==> src/rtl/ex_muldiv.sv <==
// ex_muldiv: multi-cycle RISC-V M-extension unit. Fixed-latency multiplier and
// radix-2 restoring divider sequenced by an IDLE/MUL/DIV/DONE controller.
module ex_muldiv #(
  parameter int XLEN    = 32,
  parameter int MUL_LAT = 2
) (
  input  logic            clk,
  input  logic            rst,
  input  logic            req_valid,
  input  logic [2:0]      req_funct3,
  input  logic [4:0]      req_rd,
  input  logic [XLEN-1:0] operand1,
  input  logic [XLEN-1:0] operand2,
  input  logic            flush,
  output logic            busy,
  output logic            pause_signal,
  output logic            unpause_signal,
  output logic            resp_valid,
  output logic [4:0]      resp_rd,
  output logic [XLEN-1:0] resp_data
);
  localparam int CW = $clog2(XLEN);

  typedef enum logic [1:0] {IDLE, MUL, DIV, DONE} state_t;

  state_t          state_q, state_d;
  logic [CW-1:0]   cnt_q, cnt_d;
  logic [2:0]      f3_q, f3_d;
  logic [4:0]      rd_q, rd_d;
  logic [XLEN-1:0] a_q, a_d, b_q, b_d, rem_q, rem_d, data_q, data_d;
  logic            negq_q, negq_d, negr_q, negr_d, fix_q, fix_d;

  logic            accept, div_signed, op1_neg, op2_neg, div_zero, div_ovf;
  logic            ma_s, mb_s;
  logic [2*XLEN-1:0] prod;
  logic [XLEN:0]   rem_sh, diff;
  logic [XLEN-1:0] quo_res, rem_res;

  assign accept     = (state_q == IDLE) && req_valid && !flush;
  assign div_signed = ~req_funct3[0];
  assign op1_neg    = div_signed & operand1[XLEN-1];
  assign op2_neg    = div_signed & operand2[XLEN-1];
  assign div_zero   = (operand2 == '0);
  assign div_ovf    = div_signed && (operand1 == {1'b1, {(XLEN-1){1'b0}}}) && (operand2 == '1);

  // Extension by funct3: MUL/MULH both signed, MULHSU rs1 only, MULHU neither.
  assign ma_s = (f3_q[1:0] != 2'b11) & a_q[XLEN-1];
  assign mb_s = ~f3_q[1] & b_q[XLEN-1];
  assign prod = {{XLEN{ma_s}}, a_q} * {{XLEN{mb_s}}, b_q};

  // a_q doubles as the dividend/quotient shift register while dividing.
  assign rem_sh  = {rem_q, a_q[XLEN-1]};
  assign diff    = rem_sh - {1'b0, b_q};
  assign quo_res = negq_q ? (~a_q + XLEN'(1)) : a_q;
  assign rem_res = negr_q ? (~rem_q + XLEN'(1)) : rem_q;

  always_comb begin
    state_d = state_q;
    cnt_d   = cnt_q;
    f3_d    = f3_q;
    rd_d    = rd_q;
    a_d     = a_q;
    b_d     = b_q;
    rem_d   = rem_q;
    data_d  = data_q;
    negq_d  = negq_q;
    negr_d  = negr_q;
    fix_d   = fix_q;
    unique case (state_q)
      IDLE: begin
        if (accept) begin
          f3_d   = req_funct3;
          rd_d   = req_rd;
          a_d    = operand1;
          b_d    = operand2;
          rem_d  = '0;
          negq_d = 1'b0;
          negr_d = 1'b0;
          fix_d  = 1'b0;
          if (!req_funct3[2]) begin
            state_d = MUL;
            cnt_d   = CW'(MUL_LAT - 1);
          end else begin
            state_d = DIV;
            cnt_d   = CW'(XLEN - 1);
            // Fast paths preload quotient/remainder and skip straight to the fix edge.
            if (div_zero) begin
              a_d   = '1;
              rem_d = operand1;
              fix_d = 1'b1;
            end else if (div_ovf) begin
              fix_d = 1'b1;
            end else begin
              a_d    = op1_neg ? (~operand1 + XLEN'(1)) : operand1;
              b_d    = op2_neg ? (~operand2 + XLEN'(1)) : operand2;
              negq_d = op1_neg ^ op2_neg;
              negr_d = op1_neg;
            end
          end
        end
      end
      MUL: begin
        if (cnt_q == '0) begin
          state_d = DONE;
          data_d  = (f3_q[1:0] == 2'b00) ? prod[XLEN-1:0] : prod[2*XLEN-1:XLEN];
        end else begin
          cnt_d = cnt_q - CW'(1);
        end
      end
      DIV: begin
        if (fix_q) begin
          state_d = DONE;
          fix_d   = 1'b0;
          data_d  = f3_q[1] ? rem_res : quo_res;
        end else begin
          a_d   = {a_q[XLEN-2:0], ~diff[XLEN]};
          rem_d = diff[XLEN] ? rem_sh[XLEN-1:0] : diff[XLEN-1:0];
          if (cnt_q == '0) fix_d = 1'b1;
          else             cnt_d = cnt_q - CW'(1);
        end
      end
      DONE:    state_d = IDLE;
      default: state_d = IDLE;
    endcase
    if (flush) begin
      state_d = IDLE;
      fix_d   = 1'b0;
    end
  end

  always_ff @(posedge clk or negedge rst) begin
    if (!rst) begin
      state_q <= IDLE;
      cnt_q   <= '0;
      f3_q    <= '0;
      rd_q    <= '0;
      a_q     <= '0;
      b_q     <= '0;
      rem_q   <= '0;
      data_q  <= '0;
      negq_q  <= 1'b0;
      negr_q  <= 1'b0;
      fix_q   <= 1'b0;
    end else begin
      state_q <= state_d;
      cnt_q   <= cnt_d;
      f3_q    <= f3_d;
      rd_q    <= rd_d;
      a_q     <= a_d;
      b_q     <= b_d;
      rem_q   <= rem_d;
      data_q  <= data_d;
      negq_q  <= negq_d;
      negr_q  <= negr_d;
      fix_q   <= fix_d;
    end
  end

  assign busy           = (state_q != IDLE);
  assign resp_valid     = (state_q == DONE) && !flush;
  assign unpause_signal = resp_valid;
  // Hold the issuing instruction in EX from the cycle it is presented.
  assign pause_signal   = busy | (rst & (state_q == IDLE) & req_valid & ~flush);
  assign resp_rd        = rd_q;
  assign resp_data      = data_q;
endmodule

==> config.mk <==
export PLATFORM = sky130hd
export DESIGN_NAME = ex_muldiv
export DESIGN_NICKNAME = d
export VERILOG_FILES = /design/src/rtl/ex_muldiv.sv
export SDC_FILE = /design/constraint.sdc
export NUM_CORES = 2
export LEC_CHECK = 0
export ABC_AREA = 1
export CAP_MARGIN = 5
export CORE_ASPECT_RATIO = 1.25
export CORE_MARGIN = 2
export CORE_UTILIZATION = 55
export CTS_CLUSTER_DIAMETER = 200
export DETAILED_ROUTE_END_ITERATION = 10
export GPL_TIMING_DRIVEN = 0
export PLACE_DENSITY = 0.75
export SLEW_MARGIN = 20
export SYNTH_ARGS = -nofsm -noshare
export SYNTH_HDL_FRONTEND = slang
export SYNTH_SLANG_ARGS = --single-unit
==> constraint.sdc <==
create_clock -name clk -period 7.5 [get_ports clk]
set_clock_uncertainty 0.1 [all_clocks]
set_input_delay 0.75 -clock clk [delete_from_list [all_inputs] [get_ports clk]]
set_output_delay 0.75 -clock clk [all_outputs]
set_load 0.02 [all_outputs]
==> flow_summary.yaml <==
global_route:
  grt_pass1_wl_mm: 354.1
  overflow: 0
  grt_max_degree: 78
  grt_antenna_before_repair: 9
  first_global_vias: 53840
  grt_usage: 0.5053
placement:
  pre_cts_ws_ps: -2782
  dp_hpwl_mm: 202.5
  io_buffer_count: 114
  place_congestion: 1.079
  placed_area_um2: 56210
critical_path:
  crit_type: "reg -> reg"
  startpoint_type: "register"
  arrival_ps: 8330
  cp_slowest_cell: "fa_2"
  cp-end-kind: "register"
  cp_data_required_time_ps: 7840
  cp_max_fo: 5
  cpPeakStageDelay_ps: 660
clock_network:
  cts_buffer_depth: 2
  cts_sinks: 145
  numCtsBuffers: 17
  cts_hold_buf: 0
  clk_pin_slew_ps: 70
  cts_tree: "yes"
  insertion_delay_ps: 510
  cts_max_level: 4
  cts_root_buf: "clkbuf_16"
layout:
  fillerInstances: 8753
  fin_util: 0.6353
  design_area_um2: 61080
  areaGrowthSynthToFinish_pct: 14.41
  fin_nets: 9036
  drive_gt1_frac: 0.1258
hold_path:
  hold_path.class: "in -> async"
drt:
  drtAntennaViolNets: 0
  first_iter_violations: 6102
  first_pass_iters: 8
  drt-wirelength-per-cell_um: 27.80
  route.detailed.drc: 0
  vias_per_cell: 5.897
  routed_wl_mm: 247.2
  dr_total_vias: 52440
timing:
  fin_setup_tns_ps: -10090
  maxSlewHeadroom: 0.1928
  setup_ws_ps: -492.9
  worst_slew_pin_slew_ps: 1206
  layout_min_cycle_time_ps: 7993
  rsz0062_at_grt: "yes"
  fin_crit_sh: 1.066
  maxClockFrequency_mhz: 125.1
  maxSlewViolCount: 0
  setup_viol: 31
  finalHoldViolations: 0
yosys:
  synth_edf_count: 0
  synth_cells: 7328
  yosys-top-cells-count: "nand2_1, inv_1, fa_1"
  synth-seq-cells: 145
  yosysWarnings: 0
  synth_area_leaders: "fa_1, nand2_1, inv_1"
  synth_fp_nets: 8787
  synth_top_area_cell: "fa_1"
  post-synth-top-area-fraction: 0.4222
  async_flop_share: 1.000
  ys.flop_type: "dfrtp_1"
  avgSynthCellArea_um2: 7.285
  yosysMostFrequentCell: "nand2_1"
  ys_types: 55
  ys_seq_area_frac: 0.06797
  syn-cell-area_um2: 53380
floorplan:
  die_area_um2: 99590
  die_h_um: 352.3
  fp-row-count: 127
  initial_core_util: 0.5553
  ios: 117
  die_x_um: 282.7
  core_um2: 96140
status:
  violations: "setup timing"
  status: "complete, but fails checks"
run:
  maxCapViolCount: 0
[routing by layer]
layer	vias up	wire (um)	global-route usage
met2	3877	108000	0.7652
met3	1388	28850	0.1552
li1	21830	-	-
met5	-	140	0
met1	25340	76720	0.5423
met4	6	33520	0.5232
[state kept, by name (all words and copies together), names as in the netlist, 2 cells and up]
signal and flops:
f3_q 2, rem_q 32, a_q 32, resp_rd 5
b_q 32, resp_data 32, cnt_q 5, state_q 2
[per-stage QoR]
stage,hold WS (ps),std cells
floorplan,354.4,7328
global placement,354.4,8732
detailed placement,361.9,8733
CTS,148.8,8783
global route,156.5,8882
finish,101.9,8893
[final timing paths]
check / start / to / slack [ps] / cells after the start
min in group clk: resp_rd[3]$_DFFE_PN0P_ / resp_rd[3]$_DFFE_PN0P_ / 380 / 2
max in group asynchronous: rst / b_q[12]$_DFFE_PN0P_ / 6270 / 2
worst min register to register: resp_rd[3]$_DFFE_PN0P_ / resp_rd[3]$_DFFE_PN0P_ / 380 / 2
worst max register to register: f3_q[1]$_DFFE_PN0P_ / resp_data[24]$_DFFE_PN0P_ / -490 / 31
worst min-delay path: rst / cnt_q[4]$_DFFE_PN0P_ / 100 / 1
worst max-delay path: f3_q[1]$_DFFE_PN0P_ / resp_data[24]$_DFFE_PN0P_ / -490 / 31
[what timing repair did]
action                     CTS  global route
setup endpoints to repair   32            32
pin swaps                   98            93
setup buffers               73            99
gates resized for setup    763           397
[critical path: cells and delay by family (launching register included)]
kind | cells | cell delay (ps)
buffers and inverters | 8 | 750
AO/OA/AOI/OAI | 5 | 910
adder cells (fa/ha/maj) | 9 | 4740
flip-flops | 1 | 480
AND/OR/NAND/NOR | 9 | 960
[cell usage in the layout (no fill, tap or decap), types with 21 or more instances in the layout]
| master | synthesis | routed |
|---|---|---|
| inv_2 | 12 | 63 |
| clkbuf_1 | 249 | 61 |
| fa_1 | 1126 | 1086 |
| nor2_4 | 4 | 35 |
| nor3_1 | 59 | 50 |
| nand2_2 | 1 | 58 |
| clkbuf_2 | 0 | 34 |
| buf_6 | 4 | 33 |
| dfrtp_4 | 0 | 29 |
| dfrtp_1 | 145 | 86 |
| inv_1 | 1875 | 1817 |
| nor2_2 | 15 | 56 |
| nand2_1 | 1964 | 1892 |
| nand3_1 | 308 | 289 |
| a21oi_2 | 30 | 62 |
| nor2_1 | 463 | 391 |
| o21ai_0 | 222 | 176 |
| clkdlybuf4s50_1 | 0 | 113 |
| nand3_2 | 4 | 21 |
| clkbuf_4 | 1 | 43 |
| a21oi_1 | 234 | 192 |
| o21ai_1 | 47 | 70 |
| ha_4 | 0 | 41 |
| ha_1 | 257 | 213 |
| nand4_1 | 46 | 46 |
| fa_2 | 0 | 40 |
| dfrtp_2 | 0 | 30 |
| buf_2 | 24 | 43 |
| buf_4 | 2 | 182 |
| xor2_1 | 25 | 24 |
| o21ai_2 | 1 | 21 |
[logic make-up after synthesis]
kind of cell	share of synthesized area
fa+ha+maj	0.4825
xor+xnor	0.007055
flops	0.06797
compound gates	0.06291
buf+inv	0.1586
simple gates	0.2210
[layout make-up]
| class | count | area [um^2] | share of cell area |
|---|---|---|---|
| sequential | 145 | 3775 | 0.06180 |
| tap | 1290 | 1614 | 0.02643 |
| multi-input combinational | 4947 | 43150 | 0.7064 |
| clock inverter | 14 | 166.4 | 0.002725 |
| timing repair buffer | 287 | 2685 | 0.04396 |
| buffer | 288 | 2110 | 0.03454 |
| clock buffer | 18 | 429.2 | 0.007027 |
| inverter | 1891 | 7121 | 0.1166 |
| antenna | 13 | 32.53 | 0.0005326 |
Power is not shown: default switching activity piles up to over one toggle a cycle in this logic, so the estimate is an artifact.
